**src/rtl/jk_register_bank.sv**
```systemverilog
// Bank of WIDTH storage bits with runtime JK/D/T/SR mode, per-bit change flags and a sticky SR error flag.
// Latency: one register stage from sampled inputs to Q/Changed/Error; no backpressure, the bank accepts every edge.
module jk_register_bank #(
  parameter int                 WIDTH       = 4,
  parameter logic [WIDTH-1:0]   RESET_VALUE = {WIDTH{1'b0}}
) (
  input  logic             Clk,
  input  logic             Reset,
  input  logic             En,
  input  logic [1:0]       Mode,
  input  logic [WIDTH-1:0] J,
  input  logic [WIDTH-1:0] K,
  input  logic             ClrErr,
  output logic [WIDTH-1:0] Q,
  output logic [WIDTH-1:0] Qn,
  output logic [WIDTH-1:0] Changed,
  output logic             Error
);

  typedef enum logic [1:0] {
    MODE_JK = 2'b00,
    MODE_D  = 2'b01,
    MODE_T  = 2'b10,
    MODE_SR = 2'b11
  } mode_t;

  mode_t            mode;
  logic [WIDTH-1:0] q_next;
  logic             err_set;

  assign mode = mode_t'(Mode);

  always_comb begin
    q_next  = Q;
    err_set = 1'b0;
    if (En) begin
      case (mode)
        MODE_JK: q_next = (J & ~Q) | (~K & Q);
        MODE_D:  q_next = J;
        MODE_T:  q_next = J ^ Q;
        MODE_SR: begin
          // S=R=1 holds the bit rather than picking a winner
          q_next  = (J & ~K) | (Q & (~K | J));
          err_set = |(J & K);
        end
        default: q_next = Q;
      endcase
    end
  end

  always_ff @(posedge Clk or negedge Reset) begin
    if (!Reset) begin
      Q       <= RESET_VALUE;
      Changed <= '0;
      Error   <= 1'b0;
    end else begin
      Q       <= q_next;
      Changed <= q_next ^ Q;
      if (err_set)
        Error <= 1'b1;
      else if (ClrErr)
        Error <= 1'b0;
    end
  end

  assign Qn = ~Q;

endmodule

```
**config.mk**
```make
export PLATFORM = sky130hd
export DESIGN_NAME = jk_register_bank
export DESIGN_NICKNAME = d
export VERILOG_FILES = /design/src/rtl/jk_register_bank.sv
export SDC_FILE = /design/constraint.sdc
export NUM_CORES = 1
export LEC_CHECK = 0
export ABC_CLOCK_PERIOD_IN_PS = 1300
export CAP_MARGIN = 5
export CORE_MARGIN = 2
export CORE_UTILIZATION = 43
export DETAILED_ROUTE_END_ITERATION = 6
export GPL_TIMING_DRIVEN = 0
export PLACE_DENSITY = 0.77
export SLEW_MARGIN = 15
export SYNTH_ARGS = -nofsm -noshare
export SYNTH_HDL_FRONTEND = slang
export SYNTH_SLANG_ARGS = --single-unit
```
**constraint.sdc**
```tcl
create_clock -name Clk -period 1.3 [get_ports Clk]
set_input_delay 0.195 -clock Clk [delete_from_list [all_inputs] [get_ports Clk]]
set_output_delay 0.195 -clock Clk [all_outputs]
set_load 0.005 [all_outputs]
```
; ---- Word-level counts from Yosys, hierarchy flattened
; Cells that the tools add are included.
[word_totals]
mem_bits_rw = 0
output_inout_bits = 13
latchBits = 0
wordCells = 27
regBits = 9
input_bits = 14
romBits = 0
memories = 0
[classes]
div_mod_pow = 0
n_mul = 0
n_shift = 0
n_mux = 6
n_bitwise = 12
magnitude_cmp = 0
reduce_logical = 3
n_eq_ne = 3
n_addsub = 0
[ops]
columns = cell, count
row1 = $and 4x4->4, 5
row2 = $pmux 4 s4, 1
row3 = $or 4x4->4, 3
row4 = $not 4->4, 2
row5 = $xor 4x4->4, 2
row6 = $eq 2x2->1 const B, 2
row7 = $mux 1, 4
row8 = $mux 4, 1
row9 = $reduce_or 4->1, 1
row10 = $eq 2x1->1 const B, 1
row11 = $logic_not 2->1, 1
row12 = $reduce_bool 2->1, 1

; ---- Depth between registers and ports, before layout
; Gate-level depths: netlist of the first run.
[depth]
ltp_word = 7
ltp_mapped = 5
depth_no_buf = 3

; ---- Worst setup path before layout of the first run
; No wires, ideal clock.
[synth_timing]
kind = register to register
from = register Q[0]
to = register Q[0]
arrival_ns = 0.944
slack_ns = 0.226
path_buffers = 1
setup_time_ns = 0.130
t_required_ns = 1.170
path_stages_with_launch = 5
period_less_slack_ns = 1.074
path_cell_list = dfrtp_1 > clkbuf_1 > nand3b_1 > o211ai_1 > a221oi_2
[synth_via]
elab_chain_len = 5
word_cells_on_any_way = 9
classes_between = mux: 2 / bitwise: 7
[synth_rtl]
columns = item, line
row1 = start: declaration, 14  ; output logic [WIDTH-1:0] Q,
row2 = start signal: assignment, 57  ; Q <= q_next;
row3 = $not 4->4, 38  ; MODE_JK: q_next = (J & ~Q) | (~K & Q);
row4 = $and 4x4->4, 38
row5 = $or 4x4->4, 38
row6 = $pmux 4 s4, 37  ; case (mode)
row7 = $mux 4 *, 36  ; if (En) begin
row8 = named net q_next[0], 28  ; logic [WIDTH-1:0] q_next;
; The timed path passes the listed nets; every way through them passes the cells marked *.
; A chain may end at the register's enable or synchronous reset.

; ---- Worst setup path in the final report of the first run
[layout_timing]
from = register Changed[2]
to = output Changed[2]
[layout_lines]
columns = item, line
row1 = start: declaration, 16  ; output logic [WIDTH-1:0] Changed,
row2 = start signal: assignment, 58  ; Changed <= q_next ^ Q;
; No word-level cell between the ends.

==> out/results.md, run 1 <==
• **starting density of the core** 0.446
• **share of Yosys cell area claimed by the top area cell type** 0.299
• **delay of the slowest cell on the worst path** 0.49 ns
• **cell leakage power** 0.499 nW
• **horizontal die dimension** 45.9 um
• **relative slew slack** 0.716
• **dominant delay contributor by cell family on the critical path** buffers and inverters
• **fraction of the yosys area taken by sequential cells** 0.299
• **Post-synth EDFFs** 0
• **number of CTS-inserted buffers** 3
• **Final Max Slew Viols** 0
• **via count** 795
• **setup skew after layout** 0.00314 ns
• **source of the worst register-to-register timing path** Q[2]$_DFF_PN0_
• **count of antenna diodes in the layout** 0
• **crit path time final** 1.27 ns
• **largest net degree at the start of global routing** 11
• **fraction of final layout cells with drive strength greater than 1** 0.195
• **fraction of the mapped netlist area in adder cells** 0.0133
• **Std-Cell Core Area** 0.00169 mm2
• **final worst path period share** 0.980
• **post-synthesis share of cell area spent on and, or, nand and nor gates** 0.206
• **Hold Buf Count CTS** 0
• **io pins** 27
• **area of placed instances** 0.00102 mm2
• **buffer cell driving the clock tree root** sky130_fd_sc_hd__clkbuf_4
• **area of all placed cells without fillers** 0.00110 mm2
• **highest fanout seen on the critical path** 1
• **DRC** 0
• **number of filler instances in the final layout** 144
• **count of buffers from port buffering** 25
• **clock tree sinks** 9
• **classification of the worst-slack hold path** in2async
• **number of standard-cell rows in the floorplan** 15
• **total congestion overflow** 0
• **Inst Count DP** 129
• **number of distinct standard cells referenced by the synthesized netlist** 29
• **sum of routed wire length over all layers** 1990 um
• **Final Setup Violations** 0
• **Post-synth top cells** sky130_fd_sc_hd__dfrtp_1 (9), sky130_fd_sc_hd__nand2_1 (9), sky130_fd_sc_hd__inv_1 (8), sky130_fd_sc_hd__nand3b_1 (7), sky130_fd_sc_hd__o21ai_0 (5)
• **reg-to-reg endpoint** Changed[2]$_DFF_PN0_
• **wire length of the first global-routing pass** 3350 um
• **number of storage elements in the synthesis netlist** 9
• **number of standard cells after synthesis** 87
• **number of routed nets with antenna violations** 0
• **xor and xnor area share after synthesis** 0.0216
• **maximum buffer depth of the clock tree** 2
• **worst-margin pin slew** 0.425 ns
• **Critical Path Sink Type** output port
• **worst endpoint data arrival time** 1.08 ns
• **TritonCTS clock tree** done
• **Synth Net Count** 101
• **fmax** 0.785 GHz
• **IR Drop Worst-Case VDD** 0.000527 V
• **R2R cell count** 5
• **Routed WL per cell** 14.8 um
• **Clk Latency, worst-skew pair** 0.27 ns
• **most frequently used flop master after synthesis** sky130_fd_sc_hd__dfrtp_1
• **drt via density** 5.89
• **warnings from Yosys** 0
• **Non-Filler Instances** 135
• **largest family of logic cells by synthesized area** compound AO/OA/AOI/OAI gates
• **cell type with the largest total area after synthesis** sky130_fd_sc_hd__dfrtp_1
• **via count of the first global-routing pass** 744
• **GRT Overall Usage** 0.227
• **P per Cell Area** 963 mW/mm2
• **Detailed Route Iter0 Violations** 15
• **Synth-to-Final Area Change** 46.3%
• **Setup Crit Path Kind** reg2out
• **H-tree levels** 1
• **Max Cap Violations** 0
• **sequence of cells on the critical path** clkdlybuf4s50_1
• **most area-consuming cells after synthesis** sky130_fd_sc_hd__dfrtp_1 (30%), sky130_fd_sc_hd__nand3b_1 (7.0%), sky130_fd_sc_hd__a221oi_2 (6.0%), sky130_fd_sc_hd__a211oi_2 (5.0%), sky130_fd_sc_hd__nand2_1 (4.5%)
• **area of the die** 0.00210 mm2
• **DIE HEIGHT** 45.9 um
• **startpoint type of the worst setup path** register
• **Post-Syn Area** 753 um2
• **endpoint required time on the critical path** 1.11 ns
• **number of nets in the final layout** 133
• **post-detailed-placement half-perimeter wirelength** 1380 um
• **number of antenna violations at the first check in global routing** 0
• **weighted congestion at the end of routability-driven global placement** 0.795
• **count of endpoints failing hold in the final timing report** 0
• **run status** finished clean
• **Pre-Repair DR Iteration Count** 5
• **post-synthesis mux area share** 0
• **clock-pin slew on the worst setup and hold paths** 0.06 ns
• **buffers plus inverters on the worst setup path** 1
• **synthesized-area fraction occupied by ao, oa, aoi and oai cells** 0.362
• **slowest stage cell, crit path** sky130_fd_sc_hd__clkdlybuf4s50_1
• **post-synthesis average cell area** 8.66 um2
• **Reg2Reg Setup Slack** 0.15 ns
• **fraction of synthesis flops using an asynchronous set or reset pin** 1.00
## worst max path at each step
| stage | from | end | slack [ns] | depth (start not counted) |
|---|---|---|---|---|
| floorplan | Q[0]$_DFF_PN0_ | Q[0]$_DFF_PN0_ | 0.23 | 4 |
| global placement | Mode[0] | Changed[3]$_DFF_PN0_ | -0.31 | 5 |
| detailed placement | Mode[0] | Changed[1]$_DFF_PN0_ | -0.32 | 5 |
| CTS | Changed[0]$_DFF_PN0_ | Changed[0] | 0.02 | 1 |
| global route | Q[3]$_DFF_PN0_ | Qn[3] | -0.005 | 3 |
| finish | Changed[2]$_DFF_PN0_ | Changed[2] | 0.03 | 1 |
## placed cells by master, fill, tap and decap left out, types with 3 or more instances in the layout
cell type	instances
sky130_fd_sc_hd__o22ai_1	4
sky130_fd_sc_hd__dfrtp_1	8
sky130_fd_sc_hd__a211oi_2	3
sky130_fd_sc_hd__o21ai_0	5
sky130_fd_sc_hd__dlymetal6s2s_1	3
sky130_fd_sc_hd__o211ai_1	4
sky130_fd_sc_hd__o32ai_1	3
sky130_fd_sc_hd__nand3b_1	7
sky130_fd_sc_hd__a21oi_1	3
sky130_fd_sc_hd__buf_4	6
sky130_fd_sc_hd__clkdlybuf4s50_1	12
sky130_fd_sc_hd__o21ai_1	4
sky130_fd_sc_hd__or3b_1	3
sky130_fd_sc_hd__dlygate4sd2_1	9
sky130_fd_sc_hd__nand2_1	9
sky130_fd_sc_hd__clkbuf_4	3
sky130_fd_sc_hd__inv_1	8
sky130_fd_sc_hd__a221oi_2	3
## final cells by class
cell class              instances  area (um2)  area share
well taps                      17        21.3      0.0193
flip-flops and latches          9         226       0.205
repair buffers                 28         269       0.244
inverters                       8        30.0      0.0272
plain buffers                   7        67.6      0.0613
clock buffers                   4        26.3      0.0238
multi-input cells              62         462       0.419
## layer usage
metal,track usage,wire length [um],part of all wire
met5,0,0,0
met4,0.160,58,0.029
met2,0.339,932,0.47
met1,0.301,897,0.45
met3,0.0238,104,0.052
## metrics by stage
stage	TNS, ns	worst slack [ns]	hold WS (ns)	power [mW]	utilization
finish	0	0.0263	0.228	1.06	0.653
global route	-0.00507	-0.00468	0.282	1.12	0.653
CTS	0	0.0203	0.240	1.07	0.654
detailed placement	-2.35	-0.323	0.523	0.816	0.607
global placement	-2.10	-0.314	0.517	0.809	0.607
floorplan	0	0.226	-0.101	0.580	-
## report_power, final
group	switching, mW	total (mW)	internal, mW
clock	0.107	0.226	0.119
combinational	0.211	0.476	0.265
sequential	0.0338	0.359	0.325
## repair_timing
action / 4_1_cts / 5_1_grt
setup buffers: 3 / 0
endpoints found under the setup margin: 11 / 5
hold endpoints to repair: 0 / 0
gates resized for setup: 22 / 6
## flip-flops by register name, summed over array words and instances (netlist names)
register	flops
Error	1
Q	4
Changed	4
## cell families (layout without fill, tap and decap cells)
logic type / Yosys count / count (layout)
xor gates and xnor gates: 1 / 1
buffers and inverters: 16 / 47
AOI/OAI and AO/OA: 35 / 35
adders and majority gates: 1 / 1
DFF: 9 / 9
and+or+nand+nor: 25 / 25
(Power assumes the default switching activity.)
==> run 2: changes to the inputs <==
--- a/config.mk
+++ b/config.mk
@@ -7,6 +7,7 @@
 export LEC_CHECK = 0
 export ABC_CLOCK_PERIOD_IN_PS = 1300
 export CAP_MARGIN = 5
+export CORE_ASPECT_RATIO = 0.9
 export CORE_MARGIN = 2
 export CORE_UTILIZATION = 43
 export DETAILED_ROUTE_END_ITERATION = 6
==> out/results.md, run 2 (synthesis gave the netlist of run 1 again) <==
• **classification of the worst-slack hold path** in2async, unchanged
• **IR Drop Worst-Case VDD** 0.000503 V, was 0.000527 V
• **dominant delay contributor by cell family on the critical path** buffers and inverters, unchanged
• **area of the die** 0.00210 mm2, about the same
• **count of endpoints failing hold in the final timing report** 0, unchanged
• **TritonCTS clock tree** done, unchanged
• **clock tree sinks** 9, unchanged
• **number of standard-cell rows in the floorplan** 14, was 15
• **Routed WL per cell** 14.0 um, was 14.8 um
• **registers with the most flip-flops** Changed: 4 flops, Q: 4 flops, Error: 1 flops, unchanged
• **Setup Crit Path Kind** reg2out, unchanged
• **drt via density** 5.79, was 5.89
• **relative slew slack** 0.714, was 0.716
• **io pins** 27, unchanged
• **post-detailed-placement half-perimeter wirelength** 1360 um, was 1380 um
• **Max Cap Violations** 0, unchanged
• **largest net degree at the start of global routing** 11, unchanged
• **Pre-Repair DR Iteration Count** 4, was 5
• **setup skew after layout** 0.000799 ns, was 0.00314 ns
• **Std-Cell Core Area** 0.00166 mm2, was 0.00169 mm2
• **number of routed nets with antenna violations** 0, unchanged
• **DIE HEIGHT** 43.7 um, was 45.9 um
• **horizontal die dimension** 48.1 um, was 45.9 um
• **count of buffers from port buffering** 25, unchanged
• **run status** finished clean, unchanged
• **sum of routed wire length over all layers** 2020 um, was 1990 um
• **RSZ-0062 raised after global routing** no
• **count of antenna diodes in the layout** 0, unchanged
• **number of CTS-inserted buffers** 3, unchanged
• **fmax** 0.781 GHz, was 0.785 GHz
• **Critical Path Sink Type** output port, unchanged
• **starting density of the core** 0.453, was 0.446
• **total negative setup slack** 0 ns, unchanged
• **H-tree levels** 1, unchanged
• **number of filler instances in the final layout** 133, was 144
• **slowest stage cell, crit path** sky130_fd_sc_hd__clkdlybuf4s50_1, unchanged
• **Hold Buf Count CTS** 0, unchanged
• **flip-flop and latch area** 226 um2, unchanged
• **Detailed Route Iter0 Violations** 39, was 15
• **PnR Total Power** 1.10 mW, was 1.06 mW
• **sequence of cells on the critical path** clkdlybuf4s50_1, unchanged
• **via count of the first global-routing pass** 687, was 744
• **final worst path period share** 0.985, was 0.980
• **delay of the slowest cell on the worst path** 0.49 ns, about the same
• **crit path time final** 1.28 ns, was 1.27 ns
• **buffer cell driving the clock tree root** sky130_fd_sc_hd__clkbuf_4, unchanged
• **highest fanout seen on the critical path** 1, unchanged
• **maximum buffer depth of the clock tree** 2, unchanged
• **total congestion overflow** 0, unchanged
• **worst endpoint data arrival time** 1.08 ns, about the same
• **fraction of final layout cells with drive strength greater than 1** 0.231, was 0.195
• **via count** 839, was 795
• **GRT Overall Usage** 0.208, was 0.227
• **commonest non-fill, non-tap cells in the layout** sky130_fd_sc_hd__clkdlybuf4s50_1 (13), sky130_fd_sc_hd__nand2_1 (9), was sky130_fd_sc_hd__clkdlybuf4s50_1 (12), sky130_fd_sc_hd__nand2_1 (9), sky130_fd_sc_hd__dlygate4sd2_1 (9)
• **endpoint required time on the critical path** 1.11 ns, about the same
• **number of antenna violations at the first check in global routing** 0, unchanged
• **DRC** 0, unchanged
• **Final Max Slew Viols** 0, unchanged
• **number of nets in the final layout** 136, was 133
• **worst-margin pin slew** 0.428 ns, was 0.425 ns
• **Final Setup Violations** 0, unchanged
• **Clk Latency, worst-skew pair** 0.26 ns, was 0.27 ns
• **P per Cell Area** 951 mW/mm2, was 963 mW/mm2
• **footprint of the multi-input gates** 483 um2, was 462 um2
• **most frequent standard cell in the layout excluding fill and tap cells** sky130_fd_sc_hd__clkdlybuf4s50_1, unchanged
• **buffers plus inverters on the worst setup path** 1, unchanged
• **wire length of the first global-routing pass** 3130 um, was 3350 um
• **clock-pin slew on the worst setup and hold paths** 0.07 ns, was 0.06 ns
• **cell leakage power** 0.514 nW, was 0.499 nW
• **startpoint type of the worst setup path** register, unchanged
• **Synth-to-Final Area Change** 54.2%, was 46.3%
• **weighted congestion at the end of routability-driven global placement** 0.799, was 0.795
==> run 2: cell count changes in the layout (fill, tap and decap cells not counted), moves of 2 or more <==
cell | before | now
sky130_fd_sc_hd__o32ai_2 | 0 | 2
sky130_fd_sc_hd__o32ai_1 | 3 | 1
sky130_fd_sc_hd__clkbuf_8 | 1 | 3
sky130_fd_sc_hd__buf_4 | 6 | 8
==> run 2: worst paths after layout <==
path                       slack [ns]                 to  depth (start not counted)            startpoint
setup / recovery                 0.02         Changed[2]                          1  Changed[2]$_DFF_PN0_
hold / removal                   0.23     Q[0]$_DFF_PN0_                          1                 Reset
setup reg to reg                 0.06     Q[1]$_DFF_PN0_                          5        Q[1]$_DFF_PN0_
hold reg to reg                  0.54  Error$_DFFE_PN0P_                          2     Error$_DFFE_PN0P_
max in group asynchronous        0.75     Q[2]$_DFF_PN0_                          1                 Reset
min in group Clk                 0.40     Q[3]$_DFF_PN0_                          3               Mode[1]
==> run 2: metrics by stage <==
stage,std cells,hold WS (ns),area [um2],util,setup slack (ns)
final,145,0.232,1160,0.698,0.0201
after global routing,145,0.262,1160,0.698,0.000574
after CTS,144,0.254,1110,0.667,0.00289
after detailed placement,136,0.534,1030,0.621,-0.285
after global placement,136,0.517,1030,0.621,-0.263
after floorplan,87,-0.101,753,-,0.226
==> run 2: what timing repair did <==
action                                  in CTS  in global routing
pin swaps                                    0                  0
gates resized for setup                     19                 11
setup buffers                                4                  1
endpoints found under the setup margin       6                 11
==> run 2: cell type report <==
| type | instances | area share |
|---|---|---|
| sequential | 9 | 0.195 |
| multi-input combinational | 62 | 0.416 |
| timing repair buffer | 30 | 0.246 |
| inverter | 8 | 0.0259 |
| tap | 24 | 0.0259 |
| buffer | 8 | 0.0690 |
| clock buffer | 4 | 0.0226 |
==> run 2: metal layers <==
layer	share of wire	vias to the layer above	wire length (um)	track usage
met5	0	-	0	0
met4	0.013	0	27	0.0919
met3	0.061	4	123	0.0125
met2	0.46	29	930	0.307
met1	0.47	406	941	0.307
li1	-	400	-	-
==> run 2: report_power, final <==
part,internal (mW),switching [mW]
combinational,0.296,0.234
sequential,0.325,0.0199
clock,0.119,0.110
total,0.740,0.364
==> run 3: changes to the inputs <==
--- a/config.mk
+++ b/config.mk
@@ -5,7 +5,6 @@
 export SDC_FILE = /design/constraint.sdc
 export NUM_CORES = 1
 export LEC_CHECK = 0
-export ABC_CLOCK_PERIOD_IN_PS = 1300
 export CAP_MARGIN = 5
 export CORE_ASPECT_RATIO = 0.9
 export CORE_MARGIN = 2
==> results of run 3 <==
Final layout, timing and power as in run 2 (identical DEF).
